**src/rtl/memory_arbiter_pkg.sv**
```systemverilog
// Shared types for the memory arbiter: FSM state encoding, requester IDs and the
// read tag carried through the response pipeline.
package memory_arbiter_pkg;

  typedef enum logic {
    ST_INIT = 1'b0,
    ST_RUN  = 1'b1
  } state_t;

  localparam logic REQ0_ID = 1'b0;
  localparam logic REQ1_ID = 1'b1;

  typedef struct packed {
    logic valid;
    logic id;
  } tag_t;

endpackage

```
**src/rtl/memory_arbiter_rr_arb2.sv**
```systemverilog
// Two-way round-robin grant: on contention the requester that was not granted last wins.
module rr_arb2
  import memory_arbiter_pkg::*;
(
  input  logic       valid0,
  input  logic       valid1,
  input  logic       last_grant,
  output logic [1:0] grant
);

  always_comb begin
    grant = 2'b00;
    if (valid0 && (!valid1 || last_grant == REQ1_ID)) begin
      grant[0] = 1'b1;
    end else if (valid1) begin
      grant[1] = 1'b1;
    end
  end

endmodule

```
**src/rtl/memory_arbiter.sv**
```systemverilog
// Single-port RAM controller: fills mem[a]=a after reset, then shares the RAM between two
// requesters with round-robin arbitration and returns read data after RD_LAT cycles.
//
// Handshake: a request is accepted on a rising edge where reqN_valid && reqN_ready.
// reqN_ready is combinational from both valids, so valid must never wait for ready.
module memory_arbiter
  import memory_arbiter_pkg::*;
#(
  parameter int ADDR_W  = 8,
  parameter int DATA_W  = 8,
  parameter int RD_LAT  = 1,
  parameter int INIT_EN = 1
) (
  input  logic              clk,
  input  logic              reset,
  input  logic              req0_valid,
  input  logic              req0_we,
  input  logic [ADDR_W-1:0] req0_addr,
  input  logic [DATA_W-1:0] req0_wdata,
  output logic              req0_ready,
  input  logic              req1_valid,
  input  logic              req1_we,
  input  logic [ADDR_W-1:0] req1_addr,
  input  logic [DATA_W-1:0] req1_wdata,
  output logic              req1_ready,
  output logic              rsp0_valid,
  output logic [DATA_W-1:0] rsp0_rdata,
  output logic              rsp1_valid,
  output logic [DATA_W-1:0] rsp1_rdata,
  output logic [ADDR_W-1:0] mem_addr,
  output logic              mem_we,
  output logic [DATA_W-1:0] mem_wdata,
  input  logic [DATA_W-1:0] mem_rdata,
  output logic              init_done,
  output logic              dbg_state
);

  state_t            state;
  logic [ADDR_W-1:0] fill_cnt;
  logic [ADDR_W-1:0] addr_q;
  logic [DATA_W-1:0] wdata_q;
  logic              last_grant;
  logic [1:0]        grant;
  logic              run;
  logic              filling;
  logic              rd_acc;
  logic              gnt_id;
  tag_t              tag_pipe [RD_LAT];

  assign run       = (state == ST_RUN);
  assign dbg_state = state;
  // Qualified by reset so the RAM sees no write strobe while reset is held.
  assign filling   = (state == ST_INIT) && reset;

  rr_arb2 u_arb (
    .valid0     (req0_valid && run),
    .valid1     (req1_valid && run),
    .last_grant (last_grant),
    .grant      (grant)
  );

  assign req0_ready = grant[0];
  assign req1_ready = grant[1];
  assign gnt_id     = grant[1] ? REQ1_ID : REQ0_ID;
  assign rd_acc     = (grant[0] && !req0_we) || (grant[1] && !req1_we);

  always_comb begin
    mem_we    = 1'b0;
    mem_addr  = addr_q;
    mem_wdata = wdata_q;
    if (filling) begin
      mem_we    = 1'b1;
      mem_addr  = fill_cnt;
      mem_wdata = DATA_W'(fill_cnt);
    end else if (grant[0]) begin
      mem_we    = req0_we;
      mem_addr  = req0_addr;
      mem_wdata = req0_wdata;
    end else if (grant[1]) begin
      mem_we    = req1_we;
      mem_addr  = req1_addr;
      mem_wdata = req1_wdata;
    end
  end

  always_ff @(posedge clk or negedge reset) begin
    if (!reset) begin
      state      <= (INIT_EN != 0) ? ST_INIT : ST_RUN;
      fill_cnt   <= '0;
      addr_q     <= '0;
      wdata_q    <= '0;
      last_grant <= REQ1_ID;
      init_done  <= 1'b0;
      rsp0_valid <= 1'b0;
      rsp0_rdata <= '0;
      rsp1_valid <= 1'b0;
      rsp1_rdata <= '0;
      for (int i = 0; i < RD_LAT; i++) begin
        tag_pipe[i] <= '0;
      end
    end else begin
      rsp0_valid <= 1'b0;
      rsp1_valid <= 1'b0;
      case (state)
        ST_INIT: begin
          fill_cnt <= fill_cnt + 1'b1;
          addr_q   <= fill_cnt;
          wdata_q  <= DATA_W'(fill_cnt);
          if (fill_cnt == '1) begin
            state     <= ST_RUN;
            init_done <= 1'b1;
          end
        end
        default: begin
          init_done <= 1'b1;
          if (|grant) begin
            last_grant <= gnt_id;
            addr_q     <= mem_addr;
            wdata_q    <= mem_wdata;
          end
        end
      endcase

      // The tag leaving the last stage lines up with the RAM output for that read.
      tag_pipe[0] <= '{valid: rd_acc, id: gnt_id};
      for (int i = 1; i < RD_LAT; i++) begin
        tag_pipe[i] <= tag_pipe[i-1];
      end
      if (tag_pipe[RD_LAT-1].valid) begin
        if (tag_pipe[RD_LAT-1].id == REQ0_ID) begin
          rsp0_valid <= 1'b1;
          rsp0_rdata <= mem_rdata;
        end else begin
          rsp1_valid <= 1'b1;
          rsp1_rdata <= mem_rdata;
        end
      end
    end
  end

endmodule

```
**config.mk**
```make
export PLATFORM = sky130hd
export DESIGN_NAME = memory_arbiter
export DESIGN_NICKNAME = d
export VERILOG_FILES = /design/src/rtl/memory_arbiter_pkg.sv /design/src/rtl/memory_arbiter_rr_arb2.sv /design/src/rtl/memory_arbiter.sv
export SDC_FILE = /design/constraint.sdc
export NUM_CORES = 1
export LEC_CHECK = 0
export BUFFER_PORTS_ARGS = -buffer_cell sky130_fd_sc_hd__buf_2
export CORE_ASPECT_RATIO = 0.75
export CORE_MARGIN = 8
export CORE_UTILIZATION = 40
export DETAILED_ROUTE_END_ITERATION = 8
export GPL_TIMING_DRIVEN = 0
export PLACE_DENSITY = 0.74
export SYNTH_ARGS = -nofsm -noshare
export SYNTH_HDL_FRONTEND = slang
export SYNTH_SLANG_ARGS = --single-unit
```
**constraint.sdc**
```tcl
create_clock -name clk -period 2 [get_ports clk]
set_input_delay 0.2 -clock clk [delete_from_list [all_inputs] [get_ports clk]]
set_output_delay 0.2 -clock clk [all_outputs]
set_load 0.1 [all_outputs]
```
======== Yosys cells after proc, flatten, opt, wreduce, memory -nomap -nowiden ========
Cells that the tools add are included.
storage, ports and cells
  register bits after elaboration ......... 47
  input bits .............................. 46
  output and inout port bits .............. 39
  word-level logic and storage cells ...... 58
cells by class
  add/subtract/negate cells ............... 1
  equality and inequality tests ........... 2
  mux-type cells .......................... 25
  bitwise gates (word level) .............. 2
  reduce and logical (&&, ||, !) cells .... 16
operator list
  kind                                                                      count
  8-bit two-way mux                                                         10
  1-bit two-way mux                                                         15
  8-bit by 1-bit adder with 8-bit output (second input constant)            1
  8-bit == test (second input constant)                                     1
  1-bit logical AND                                                         6
  2-bit AND reduction                                                       3
  1-bit logical NOT                                                         3
  1-bit logical OR                                                          2
  2-bit by 1-bit inequality test with 1-bit output (second input constant)  1
  1-bit NOT                                                                 2
  2-bit nonzero test                                                        1
  2-bit OR reduction                                                        1

======== Longest topological paths before layout ========
Gate-level depths: netlist (run 1).
  depth after elaboration ................. 10
  gate-level depth with buffers ........... 7
  depth with buffers taken out ............ 4

======== Hierarchy ========
From an unflattened synthesis (run 1), not the netlist that was laid out.
second synthesis, totals
  cell total of the unflattened synthesis .. 251
  area, all modules ....................... 2627.5 µm²
by module, submodules not included
  module          instances  cells each  area each (µm²)  sequential area each (µm²)
  memory_arbiter  1          248         2608.8           1177.4
  rr_arb2         1          3           18.8             0.0

======== Least setup slack after synthesis (run 1) ========
OpenSTA, ideal clock, no wires.
  path type ............................... register to output
  start point ............................. register state, in the netlist dbg_state
  end point ............................... output port mem_we
  data arrival time ....................... 4855 ps
  data required time ...................... 1800 ps
  slack ................................... -3055 ps
  cell stages (with the launch flop) ...... 6
  path buffers ............................ 1
  cells stage by stage .................... dfrtp_1 and2_1 buf_2 a21boi_0 a22oi_1 nand2_1
on the way
  elaborated cells on any way between the ends .. 13
  classes of those cells .................. 6 x mux; 1 x bitwise; 6 x reduce/logical
RTL lines
  what                    RTL line                      text
  start, declared         memory_arbiter.sv:38          state_t state;
  start signal, assigned  memory_arbiter.sv:88          state <= (INIT_EN != 0) ? ST_INIT : ST_RUN;
  1-bit logical AND       memory_arbiter.sv:57          .valid1 (req1_valid && run),
  1-bit logical NOT       memory_arbiter_rr_arb2.sv:13  if (valid0 && (!valid1 || last_grant == REQ1_ID)) begin
  1-bit logical OR        memory_arbiter_rr_arb2.sv:13
  1-bit logical AND (*)   memory_arbiter_rr_arb2.sv:13
  1-bit two-way mux (*)   memory_arbiter_rr_arb2.sv:13
  net req0_ready          memory_arbiter.sv:20          output logic req0_ready,
  1-bit two-way mux (*)   memory_arbiter.sv:75          end else if (grant[0]) begin
  1-bit two-way mux (*)   memory_arbiter.sv:71          if (filling) begin
  end, declared           memory_arbiter.sv:31          output logic mem_we,
The timed path passes the listed nets; every way through them passes the cells marked *.

======== Worst setup path after layout (run 1) ========
  start point ............................. register last_grant
  end point ............................... output port mem_addr[0]
on the way
  cells in the longest elaborated chain, start to end .. 6
  elaborated cells on any way between the ends .. 7
  classes of those cells .................. 5 x mux; 2 x reduce/logical
ends and longest elaborated chain
  what                    RTL line                      text
  start, declared         memory_arbiter.sv:42          logic last_grant;
  start signal, assigned  memory_arbiter.sv:117         last_grant <= gnt_id;
  1-bit logical OR (*)    memory_arbiter_rr_arb2.sv:13
  1-bit logical AND (*)   memory_arbiter_rr_arb2.sv:13
  1-bit two-way mux       memory_arbiter_rr_arb2.sv:13
  8-bit two-way mux       memory_arbiter.sv:79          end else if (grant[1]) begin
  8-bit two-way mux (*)   memory_arbiter.sv:75
  8-bit two-way mux (*)   memory_arbiter.sv:71
  end, declared           memory_arbiter.sv:30          output logic [ADDR_W-1:0] mem_addr,
Every way passes the cells marked *; elsewhere a longest branch is shown, timed or not.

==> results.md, run 1 <==
* Crit. End Element: primary output
* Mux contribution to synthesized area at 0.1104
* Largest net degree at the start of global routing at 47
* Leak at 1.929 nW
* Vias per inst at 5.766
* Post-Syn Nets at 307
* Max Fclk at 473.7 MHz
* Met3 WL at 876 microns
* Post-synthesis sequential area ratio at 0.4458
* Failing checks: setup timing
* Distinct cells, synth at 40
* CTS sink count at 47
* Ranking of synthesized cells by area: dfrtp_1 (44%), mux2_2 (7.2%), a221o_1 (6.1%), mux2i_1 (3.8%), a21oi_1 (3.6%)
* Worst-path cell with the longest stage delay: dfstp_2
* Critical Path RT at 1.80 ns
* Placed cell areas at 0.003373 sq mm
* Critical path peak fanout at 6
* WL met2 at 4409 microns
* Most common cell after layout, fill and taps aside: buf_2
* Clk root buf: clkbuf_8
* Critical path, cell by cell: and2_4 -> nor2_4 -> a221o_1 -> o22a_4 -> buf_12
* Worst setup path category: reg2out
* Total power at 2.229 mW
* Setup repair after global routing missed its margin: yes
* Vias in the first global route at 2,792
* Share of cells above drive strength 1 at 0.5027
* Total track usage at 0.1929
* Post-Syn Area per Cell at 10.16 sq um
* First-pass GRT wire length at 14,390 microns
* Hold Crit Class: in2reg
* Per-cell routed wire length at 20.19 microns
* Min Hold Slack at 0.1109 ns
* Most frequent cells in the layout: buf_2 (66), dfrtp_1 (45), buf_12 (21), nor2_1 (21), buf_4 (18)
* Worst vdd ir at 0.0002541 V
* Initial drt markers at 275
* CP max stage delay at 0.56 ns
* Largest family of logic cells by synthesized area: compound AO/OA/AOI/OAI gates
* Detail Route Antenna Nets at 0
* Synth Cell Area at 0.002641 sq mm
* DRT Pass-1 Iters at 4
* Slew Limit Headroom at 0.5633
* DR vias at 2,612
* Synth top area share at 0.4358
* Die Area at 0.009487 sq mm
* Leading area contributor after synthesis: dfrtp_1
* MaxCap Viol Count at 0
* Post-layout min period at 2.111 ns
* Antenna violations before repair at 0
* YS warnings at 0
* Yosys reg bits at 47
* H-tree depth at 2
* Initial cell density of the core at 0.4160
* Final instance area at 0.004159 sq mm
* CP arrival at 1.91 ns
* Setup violations, final at 11
* IO Count at 85
* Post-Synth XOR/XNOR Area at 0.02321
* Fin. Hold Viols at 0
* CP Launch Type: register
* CTS buffer count at 5
* Setup slack after layout at -0.1110 ns
* Clk Latency, worst-skew pair at 0.30 ns
* Status: finished with violations
* Post-Syn Instances at 260
* Clock slew at reported path FFs at 0.09 ns
* Crit share post-route at 1.055
* Metal-1 WL at 3658 microns
* FP Rows at 25
* Max-slew violations at 0
* DR top layer: met4
* Simple-Gate Fraction of Synth Area at 0.1649
* GPL Wtd Cong at 0.8104
* Die X at 109.8 microns
* Final wirelength at 9145 microns
* Buffers on Ports at 83
* Adder-cell area share of the yosys netlist at 0.004737
* Area fraction in compound gates after synthesis at 0.2075
* Drt drc at 0
* Worst Clk Skew at 0.006802 ns
* Die span in y at 86.38 microns
* Maximum root-to-sink buffer count at 2
* Fin nets at 418
* Worst-margin pin slew at 0.6526 ns
* Power Density at 536.0 mW/mm^2
* P&R area growth vs syn at 57.46%
* Core Footprint at 0.006350 sq mm
* Aggregate global routing overflow at 0
* CTS tree: done
* Ant diodes at 0
* Dpl hpwl at 5862 microns
==> area by class of cell <==
| class | instances | area (sq um) |
|---|---|---|
| Multi-Input combinational cell | 192 | 1687 |
| Timing Repair Buffer | 104 | 884.6 |
| Sequential cell | 47 | 1181 |
| Buffer | 17 | 170.2 |
| Fill cell | 477 | 2191 |
| Clock buffer | 6 | 82.58 |
| Tap cell | 81 | 101.3 |
| Clock inverter | 2 | 35.03 |
| Inverter | 4 | 17.52 |
==> critical path: cells and delay by family, from the launching register on <==
kind / cells / cell delay, ns
AO/OA/AOI/OAI: 2 / 0.58
flip-flops: 1 / 0.56
AND/OR/NAND/NOR: 2 / 0.30
buffers and inverters: 1 / 0.16
==> final timing paths <==
path	slack, ns	end	startpoint	cells past startpoint
max reg2reg	0.11	addr_q[7]$_DFFE_PN0P_	last_grant$_DFFE_PN1P_	6
min	0.11	tag_pipe[1]$_DFF_PN0_	req1_we	2
max	-0.11	mem_addr[0]	last_grant$_DFFE_PN1P_	5
max in group asynchronous	1.19	dbg_state$_DFF_PN0_	reset	3
min in group asynchronous	0.54	last_grant$_DFFE_PN1P_	reset	2
min reg2reg	0.47	init_done$_DFFE_PN0P_	init_done$_DFFE_PN0P_	1
==> flip-flops by register name, summed over array words and instances, names as in the netlist <==
register and cells:
addr_q 8, fill_cnt 8, rsp0_rdata 8, rsp1_rdata 8
wdata_q 8, tag_pipe 2, dbg_state 1, init_done 1
last_grant 1, rsp0_valid 1, rsp1_valid 1
==> cell families (layout without fill, tap and decap cells) <==
kind of cell	count (synthesis)	count (layout)
AND/OR/NAND/NOR	79	81
AO/OA/AOI/OAI	76	76
flip-flops	47	47
multiplexers	27	27
buffers and inverters	23	133
XOR/XNOR	7	7
adder cells (fa/ha/maj)	1	1
==> per-layer routing <==
metal / up-vias / GRT usage
met5: - / 0
met4: 0 / 0.07824
met3: 21 / 0.05634
met2: 126 / 0.3134
met1: 1282 / 0.2328
li1: 1183 / -
==> what timing repair did <==
| item | CTS | global route |
|---|---|---|
| setup buffers | 12 | 7 |
| gates resized for setup | 95 | 27 |
| hold buffers | 2 | 0 |
| cloned | 1 | 1 |
| endpoints found under the hold margin | 46 | 0 |
| pin swaps | 15 | 19 |
| endpoints found under the setup margin | 18 | 18 |
==> cells in the mapped netlist <==
library cell   n
buf_1          2
nor3_1         1
ha_1           1
a22oi_1        2
nor2b_1       14
nand3_1        2
a21oi_1       19
and2_4         1
mux2_2        17
a31oi_1        1
and3_1        13
dfstp_2        1
inv_1          4
and2_1         2
nand3b_1       1
buf_2          5
nor2_2         1
clkbuf_1       9
a211oi_1       4
nand2_1        8
a221o_1       16
o21ai_0       12
mux2i_1       10
a21boi_0       1
a41o_1         1
nor2_1        21
a21o_1         8
o31ai_1        1
nor3b_1        1
nand2b_1       6
or2_2          1
a2111oi_0      3
nand4_1        3
and4_1         1
and3_4         2
dfrtp_1       46
buf_6          3
o22a_1         8
or3_1          1
xnor2_1        7
==> power breakdown <==
part           switching (mW)  internal, mW  total [mW]
combinational           0.355         0.171       0.525
clock                   0.326         0.405       0.731
sequential            0.00774         0.966       0.974
==> metrics by stage <==
stage,instances,worst slack [ns],util,TNS [ns]
final,453,-0.1110,0.6550,-0.8749
after global placement,424,-0.9194,0.5312,-11.49
after floorplan,260,-0.2683,-,-2.605
after CTS,446,-0.09003,0.6329,-0.6982
after detailed placement,424,-0.9325,0.5312,-11.63
after global routing,453,-0.1582,0.6550,-1.676
Power figures use the tool's default switching activity.
==> run 2, diff against run 1 <==
--- a/config.mk
+++ b/config.mk
@@ -6,12 +6,14 @@
 export NUM_CORES = 1
 export LEC_CHECK = 0
 export BUFFER_PORTS_ARGS = -buffer_cell sky130_fd_sc_hd__buf_2
+export CELL_PAD_IN_SITES_DETAIL_PLACEMENT = 0
+export CELL_PAD_IN_SITES_GLOBAL_PLACEMENT = 2
 export CORE_ASPECT_RATIO = 0.75
 export CORE_MARGIN = 8
-export CORE_UTILIZATION = 40
+export CORE_UTILIZATION = 31
 export DETAILED_ROUTE_END_ITERATION = 8
 export GPL_TIMING_DRIVEN = 0
-export PLACE_DENSITY = 0.74
+export PLACE_DENSITY = 0.89
 export SYNTH_ARGS = -nofsm -noshare
 export SYNTH_HDL_FRONTEND = slang
 export SYNTH_SLANG_ARGS = --single-unit
==> run 2 against run 1 <==
Highest routed layer unchanged. Sequential share of layout area increased by 0.35 points. Final area down 1.2%. Worst hold slack improved by 0.026 ns. Combinational power is 3% lower. The flow still finishes with violations (setup timing). Sequential power about the same. Largest power group unchanged. First-iteration DRC count decreased by 34%. Fmax rose by 1.7%. Register-to-register slack better by 0.11 ns.
==> results.md, run 2 (synthesized netlist as in run 1, its figures left out) <==
* CTS buffer count at 5 (unchanged)
* Final non-filler cell total at 472 (+4.2%)
* Max-slew violations at 0 (unchanged)
* Setup repair after global routing missed its margin: yes
* Die Area at 0.01176 sq mm (+24%)
* Max Fclk at 481.9 MHz (+1.7%)
* First-pass GRT wire length at 13,870 microns (-3.6%)
* CP Launch Type: register
* Clk root buf: clkbuf_16
* Post-layout min period at 2.075 ns (-0.03575 ns)
* Core Footprint at 0.008382 sq mm (+32%)
* Clk Latency, worst-skew pair at 0.28 ns (-0.02 ns)
* Vias per inst at 5.237 (-9.2%)
* Number of fillers in the final layout at 770 (+61%)
* Die span in y at 95.94 microns (+11%)
* Dpl cells at 451 (+6.4%)
* Worst vdd ir at 0.0003331 V (+31%)
* Clock slew at reported path FFs at 0.06 ns (-0.03 ns)
* Slew Limit Headroom at 0.5528 (-0.01048)
* FP Rows at 29 (+16%)
* Final core utilization at 0.4902 (-0.1648)
* Setup slack after layout at -0.07522 ns (+0.03575 ns)
* P&R area growth vs syn at 55.57%
* Dpl hpwl at 6013 microns (+2.6%)
* Total track usage at 0.1506 (-0.04234)
* CP arrival at 1.88 ns (-0.03 ns)
* Detail Route Antenna Nets at 0 (unchanged)
* Most frequent cells in the layout: buf_2 (66), dfrtp_1 (45), nor2_1 (21), buf_12 (17), mux2_2 (17)
* Crit share post-route at 1.038 (-0.01787)
* IO Count at 85 (unchanged)
* Power Density at 597.5 mW/mm^2 (+11%)
* Critical Path RT at 1.80 ns (about the same)
* Worst-margin pin slew at 0.6683 ns (+0.01566 ns)
* Setup violations, final at 8 (-3)
* GPL Wtd Cong at 0.7756 (-4.3%)
* Crit. End Element: primary output
* Die X at 122.6 microns (+12%)
* Most common cell after layout, fill and taps aside: buf_2
* H-tree depth at 2 (unchanged)
* Final wirelength at 8827 microns (-3.5%)
* Worst setup path category: reg2out
* Worst Clk Skew at 0.006934 ns (+0.0001312 ns)
* TNS Setup at -0.4950 ns (+0.3798 ns)
* Vias in the first global route at 2,587 (-7.3%)
* Fin nets at 410 (-1.9%)
* CTS tree: done
* Failing checks: setup timing
* Multi-input logic area at 0.001634 sq mm (-3.1%)
* DR vias at 2,472 (-5.4%)
* Critical path peak fanout at 5 (-1)
* Drt drc at 0 (unchanged)
* Maximum root-to-sink buffer count at 2 (unchanged)
* Leak at 1.911 nW (-0.94%)
* CTS sink count at 47 (unchanged)
* Per-cell routed wire length at 18.70 microns (-7.4%)
* Initial cell density of the core at 0.3151 (-0.1008)
* DRT Pass-1 Iters at 4 (unchanged)
* Aggregate global routing overflow at 0 (unchanged)
* Buffers on Ports at 83 (unchanged)
* Total power at 2.455 mW (+10%)
* Share of cells above drive strength 1 at 0.4808 (-0.02192)
* Status: finished with violations
* MaxCap Viol Count at 0 (unchanged)
* Antenna violations before repair at 0 (unchanged)
* Ant diodes at 0 (unchanged)
* Hold Crit Class: in2reg
* Initial drt markers at 182 (-34%)
* Largest net degree at the start of global routing at 47 (unchanged)
* Flip-flop and latch area at 0.001181 sq mm (unchanged)
* Fin. Hold Viols at 0 (unchanged)
## run 2: cell count changes in the layout (fill, tap and decap cells not counted), sizes merged
cell | previous run | this run
nand2 | 9 | 8
buf | 111 | 104
## run 2: area by class of cell
type                       instances  share of cell area
tap                              108             0.03289
timing repair buffer              96              0.1918
multi-input combinational        191              0.3977
clock buffer                       6             0.03380
clock inverter                     2            0.008526
buffer                            18             0.04354
inverter                           4            0.004263
sequential                        47              0.2875
## run 2: critical path: stages (launching register included)
cell     delay, ns
dfstp_2       0.55
and2_4        0.21
nor2_2        0.11
a221o_1       0.34
o22a_4        0.21
buf_12        0.16
## run 2: path summary, 6_finish.rpt
kind	to	cells past startpoint	start	slack, ns
max	mem_wdata[3]	5	last_grant$_DFFE_PN1P_	-0.08
min	tag_pipe[1]$_DFF_PN0_	2	req1_we	0.14
max reg2reg	addr_q[0]$_DFFE_PN0P_	5	last_grant$_DFFE_PN1P_	0.22
min reg2reg	init_done$_DFFE_PN0P_	1	init_done$_DFFE_PN0P_	0.48
max in group asynchronous	dbg_state$_DFF_PN0_	3	reset	1.10
min in group asynchronous	last_grant$_DFFE_PN1P_	2	reset	0.61
## run 2: routing by layer
| layer | vias up | part of all wire | track usage | routed length, microns |
|---|---|---|---|---|
| met5 | - | 0 | 0 | 0 |
| met4 | 0 | 0.0093 | 0.03539 | 82 |
| met3 | 9 | 0.063 | 0.03810 | 557 |
| met2 | 74 | 0.47 | 0.2397 | 4111 |
| met1 | 1224 | 0.46 | 0.2019 | 4076 |
| li1 | 1165 | - | - | - |
## run 2: timing repair
| action | CTS | global route |
|---|---|---|
| hold buffers | 2 | 0 |
| pin swaps | 5 | 13 |
| gates cloned | 0 | 1 |
| gates resized for setup | 81 | 31 |
| buffers inserted | 8 | 3 |
| endpoints found under the setup margin | 17 | 18 |
| hold endpoints to repair | 46 | 0 |
## run 2: stage by stage
stage	hold slack (ns)	worst slack, ns	cell area [sq um]
floorplan	-0.09559	-0.2683	2856
global placement	0.4204	-0.9598	3407
detailed placement	0.4307	-0.9982	3407
CTS	0.1316	-0.09756	3985
global route	0.1367	-0.1282	4109
finish	0.1369	-0.07522	4109
## run 2: power by group
part | switching, mW | total [mW] | internal, mW | leakage (nW)
logic | 0.348 | 0.511 | 0.162 | 1.24
registers | 0.00716 | 0.974 | 0.967 | 0.580
clock network | 0.349 | 0.970 | 0.622 | 0.0868
total | 0.704 | 2.46 | 1.75 | 1.91
==> run 3, diff against run 2 <==
--- a/config.mk
+++ b/config.mk
@@ -8,7 +8,7 @@
 export BUFFER_PORTS_ARGS = -buffer_cell sky130_fd_sc_hd__buf_2
 export CELL_PAD_IN_SITES_DETAIL_PLACEMENT = 0
 export CELL_PAD_IN_SITES_GLOBAL_PLACEMENT = 2
-export CORE_ASPECT_RATIO = 0.75
+export CORE_ASPECT_RATIO = 0.8
 export CORE_MARGIN = 8
 export CORE_UTILIZATION = 31
 export DETAILED_ROUTE_END_ITERATION = 8
==> run 3 against run 2 <==
The run still ends with setup timing left. Count of clock-buffer cells in the layout decreased by 1. Sequential power about the same. Worst hold slack got worse by 0.040 ns. First-iteration DRC count decreased by 31%. Largest cell class unchanged.
==> results.md, run 3 (synthesized netlist as in run 1, its figures left out) <==
* Drt drc at 0 (unchanged)
* Int Power at 1.501 mW (-14%)
* CTS sink count at 47 (unchanged)
* Hold Path Stages at 2 (unchanged)
* Clk Latency, worst-skew pair at 0.30 ns (+0.02 ns)
* Reg2reg setup slack at 0.14 ns (-0.08 ns)
* First-pass GRT wire length at 14,410 microns (+3.9%)
* Clock slew at reported path FFs at 0.10 ns (+0.04 ns)
* DP Worst Slack at -1.028 ns (-0.02989 ns)
* CTS tree: done
* Sw Pwr at 0.6960 mW (-1.2%)
* Hold EP: tag_pipe[1]$_DFF_PN0_
* R2r endpoint: addr_q[0]$_DFFE_PN0P_
* Per-cell routed wire length at 18.84 microns (+0.75%)
* Dpl hpwl at 6097 microns (+1.4%)
* Final wirelength at 9044 microns (+2.5%)
* Buffers on Ports at 83 (unchanged)
* Share of cells above drive strength 1 at 0.4891 (+0.008361)
* Dpl cells at 455 (+0.89%)
* Worst hold path startpoint: req1_we
* P&R area growth vs syn at 57.03%
* FP Rows at 30 (+3.4%)
* Final core utilization at 0.4955 (+0.005294)
* Critical Path RT at 1.80 ns (about the same)
* H-tree depth at 2 (unchanged)
* Core Footprint at 0.008371 sq mm (-0.13%)
* Reg2Reg Depth at 6 (+1)
* Vias in the first global route at 2,586 (-0.039%)
* Setup violations, final at 9 (+1)
* Maximum root-to-sink buffer count at 2 (unchanged)
* Post-layout min period at 2.079 ns (+0.003390 ns)
* Max-slew violations at 0 (unchanged)
* Fin. Hold Viols at 0 (unchanged)
* Antenna violations before repair at 0 (unchanged)
* CP Launch Type: register
* Vias per inst at 5.217 (-0.39%)
* Worst-margin pin slew at 0.6847 ns (+0.01636 ns)
* Switching portion of total power at 0.3167 (+0.02988)
* Final non-filler cell total at 480 (+1.7%)
* Total track usage at 0.1515 (+0.0009222)
* Setup repair after global routing missed its margin: yes
* CP arrival at 1.88 ns (about the same)
* Power Density at 529.8 mW/mm^2 (-11%)
* Most frequent cells in the layout: buf_2 (66), dfrtp_1 (45), nor2_1 (21), buf_12 (19), mux2_2 (17)
* Hold Crit Class: in2reg
* Clk pwr share at 0.323 (-0.072)
* Initial drt markers at 125 (-31%)
* Aggregate global routing overflow at 0 (unchanged)
* Ant diodes at 0 (unchanged)
* Setup slack after layout at -0.07861 ns (-0.003390 ns)
* Max Fclk at 481.1 MHz (-0.16%)
* Leak at 1.910 nW (about the same)
* Worst Clk Skew at 0.01417 ns (+0.007239 ns)
* Number of fillers in the final layout at 760 (-1.3%)
* Die X at 119.2 microns (-2.8%)
* Failing checks: setup timing
* Detail Route Antenna Nets at 0 (unchanged)
* Worst setup path category: reg2out
* Combinational power share at 0.234 (+0.026)
* Crit share post-route at 1.039 (+0.001695)
* Slew Limit Headroom at 0.5419 (-0.01095)
* DRT Pass-1 Iters at 4 (unchanged)
* GPL Wtd Cong at 0.7622 (-1.7%)
* Die Area at 0.01175 sq mm (-0.11%)
* Clk root buf: clkbuf_8
* Fin nets at 414 (+0.98%)
* Crit. End Element: primary output
* Initial cell density of the core at 0.3155 (+0.0004239)
* Most common cell after layout, fill and taps aside: buf_2
* Critical path peak fanout at 5 (unchanged)
* Flop pwr share at 0.443 (+0.046)
* Largest net degree at the start of global routing at 47 (unchanged)
* IO Count at 85 (unchanged)
* CTS buffer count at 5 (unchanged)
* MaxCap Viol Count at 0 (unchanged)
* Die span in y at 98.56 microns (+2.7%)
* Worst vdd ir at 0.0002825 V (-15%)
* Status: finished with violations
* DR vias at 2,504 (+1.3%)
* Reg-to-Reg Start: last_grant$_DFFE_PN1P_
## run 3: cell count changes in the layout (fill, tap and decap cells not counted), sizes merged
| cell | before | now |
|---|---|---|
| buf | 104 | 106 |
| clkbuf | 15 | 16 |
| clkinv | 1 | 2 |
## run 3: final cells by class
cell class,instances,area [sq um],area share
sequential,47,1181,0.2848
multi-input combinational,191,1664,0.4012
clock inverter,3,43.79,0.01056
tap,112,140.1,0.03379
clock buffer,5,68.82,0.01659
inverter,4,20.02,0.004827
timing repair buffer,101,869.6,0.2097
buffer,17,160.2,0.03861
## run 3: worst max path at each step
stage	from	endpoint	slack, ns	depth (start not counted)
3_3_place_gp	reset	mem_addr[1]	-1.02	6
3_5_place_dp	reset	mem_addr[1]	-1.03	6
5_1_grt	last_grant$_DFFE_PN1P_	mem_addr[7]	-0.14	5
2_1_floorplan	dbg_state$_DFF_PN0_	mem_we	-0.27	5
4_1_cts	last_grant$_DFFE_PN1P_	mem_addr[0]	-0.1	5
6_report	last_grant$_DFFE_PN1P_	mem_addr[1]	-0.08	6
## run 3: power by group through the flow
stage	Clock, mW	Combinational [mW]	Sequential (mW)
3_3_place_gp	0	0.435	0.991
4_1_cts	0.733	0.510	0.973
5_1_grt	0.766	0.538	0.976
3_5_place_dp	0	0.437	0.992
6_report	0.710	0.514	0.973
2_1_floorplan	0	0.185	1.11
## run 3: per-layer routing
layer | global-route usage | wire (microns) | vias up
met5 | 0 | 0 | -
met3 | 0.02400 | 372 | 4
met2 | 0.2527 | 4460 | 68
met4 | 0.02910 | 66 | 0
met1 | 0.2027 | 4144 | 1255
li1 | - | - | 1177
## run 3: critical path: stages, from the launching register on
cell	delay, ns
dfstp_2	0.39
and2_4	0.20
buf_12	0.14
and3_4	0.16
a221o_1	0.30
o22a_4	0.22
buf_12	0.17
## run 3: repair_timing
action                     CTS  global route
setup endpoints to repair   17            18
hold endpoints to repair    46             0
pin swaps                   16            13
setup buffers                8             6
cloned                       2             1
gates resized for setup     95            22
hold buffers                 2             0
## run 3: stage by stage
| step | power [mW] | instance area [sq um] | setup TNS [ns] | hold slack [ns] |
|---|---|---|---|---|
| after floorplan | 1.299 | 2856 | -2.605 | -0.09559 |
| after CTS | 2.216 | 4010 | -0.7334 | 0.09425 |
| after global routing | 2.280 | 4148 | -1.258 | 0.09989 |
| after detailed placement | 1.429 | 3412 | -13.11 | 0.4214 |
| final | 2.197 | 4148 | -0.5367 | 0.09728 |
| after global placement | 1.426 | 3412 | -13.03 | 0.4185 |
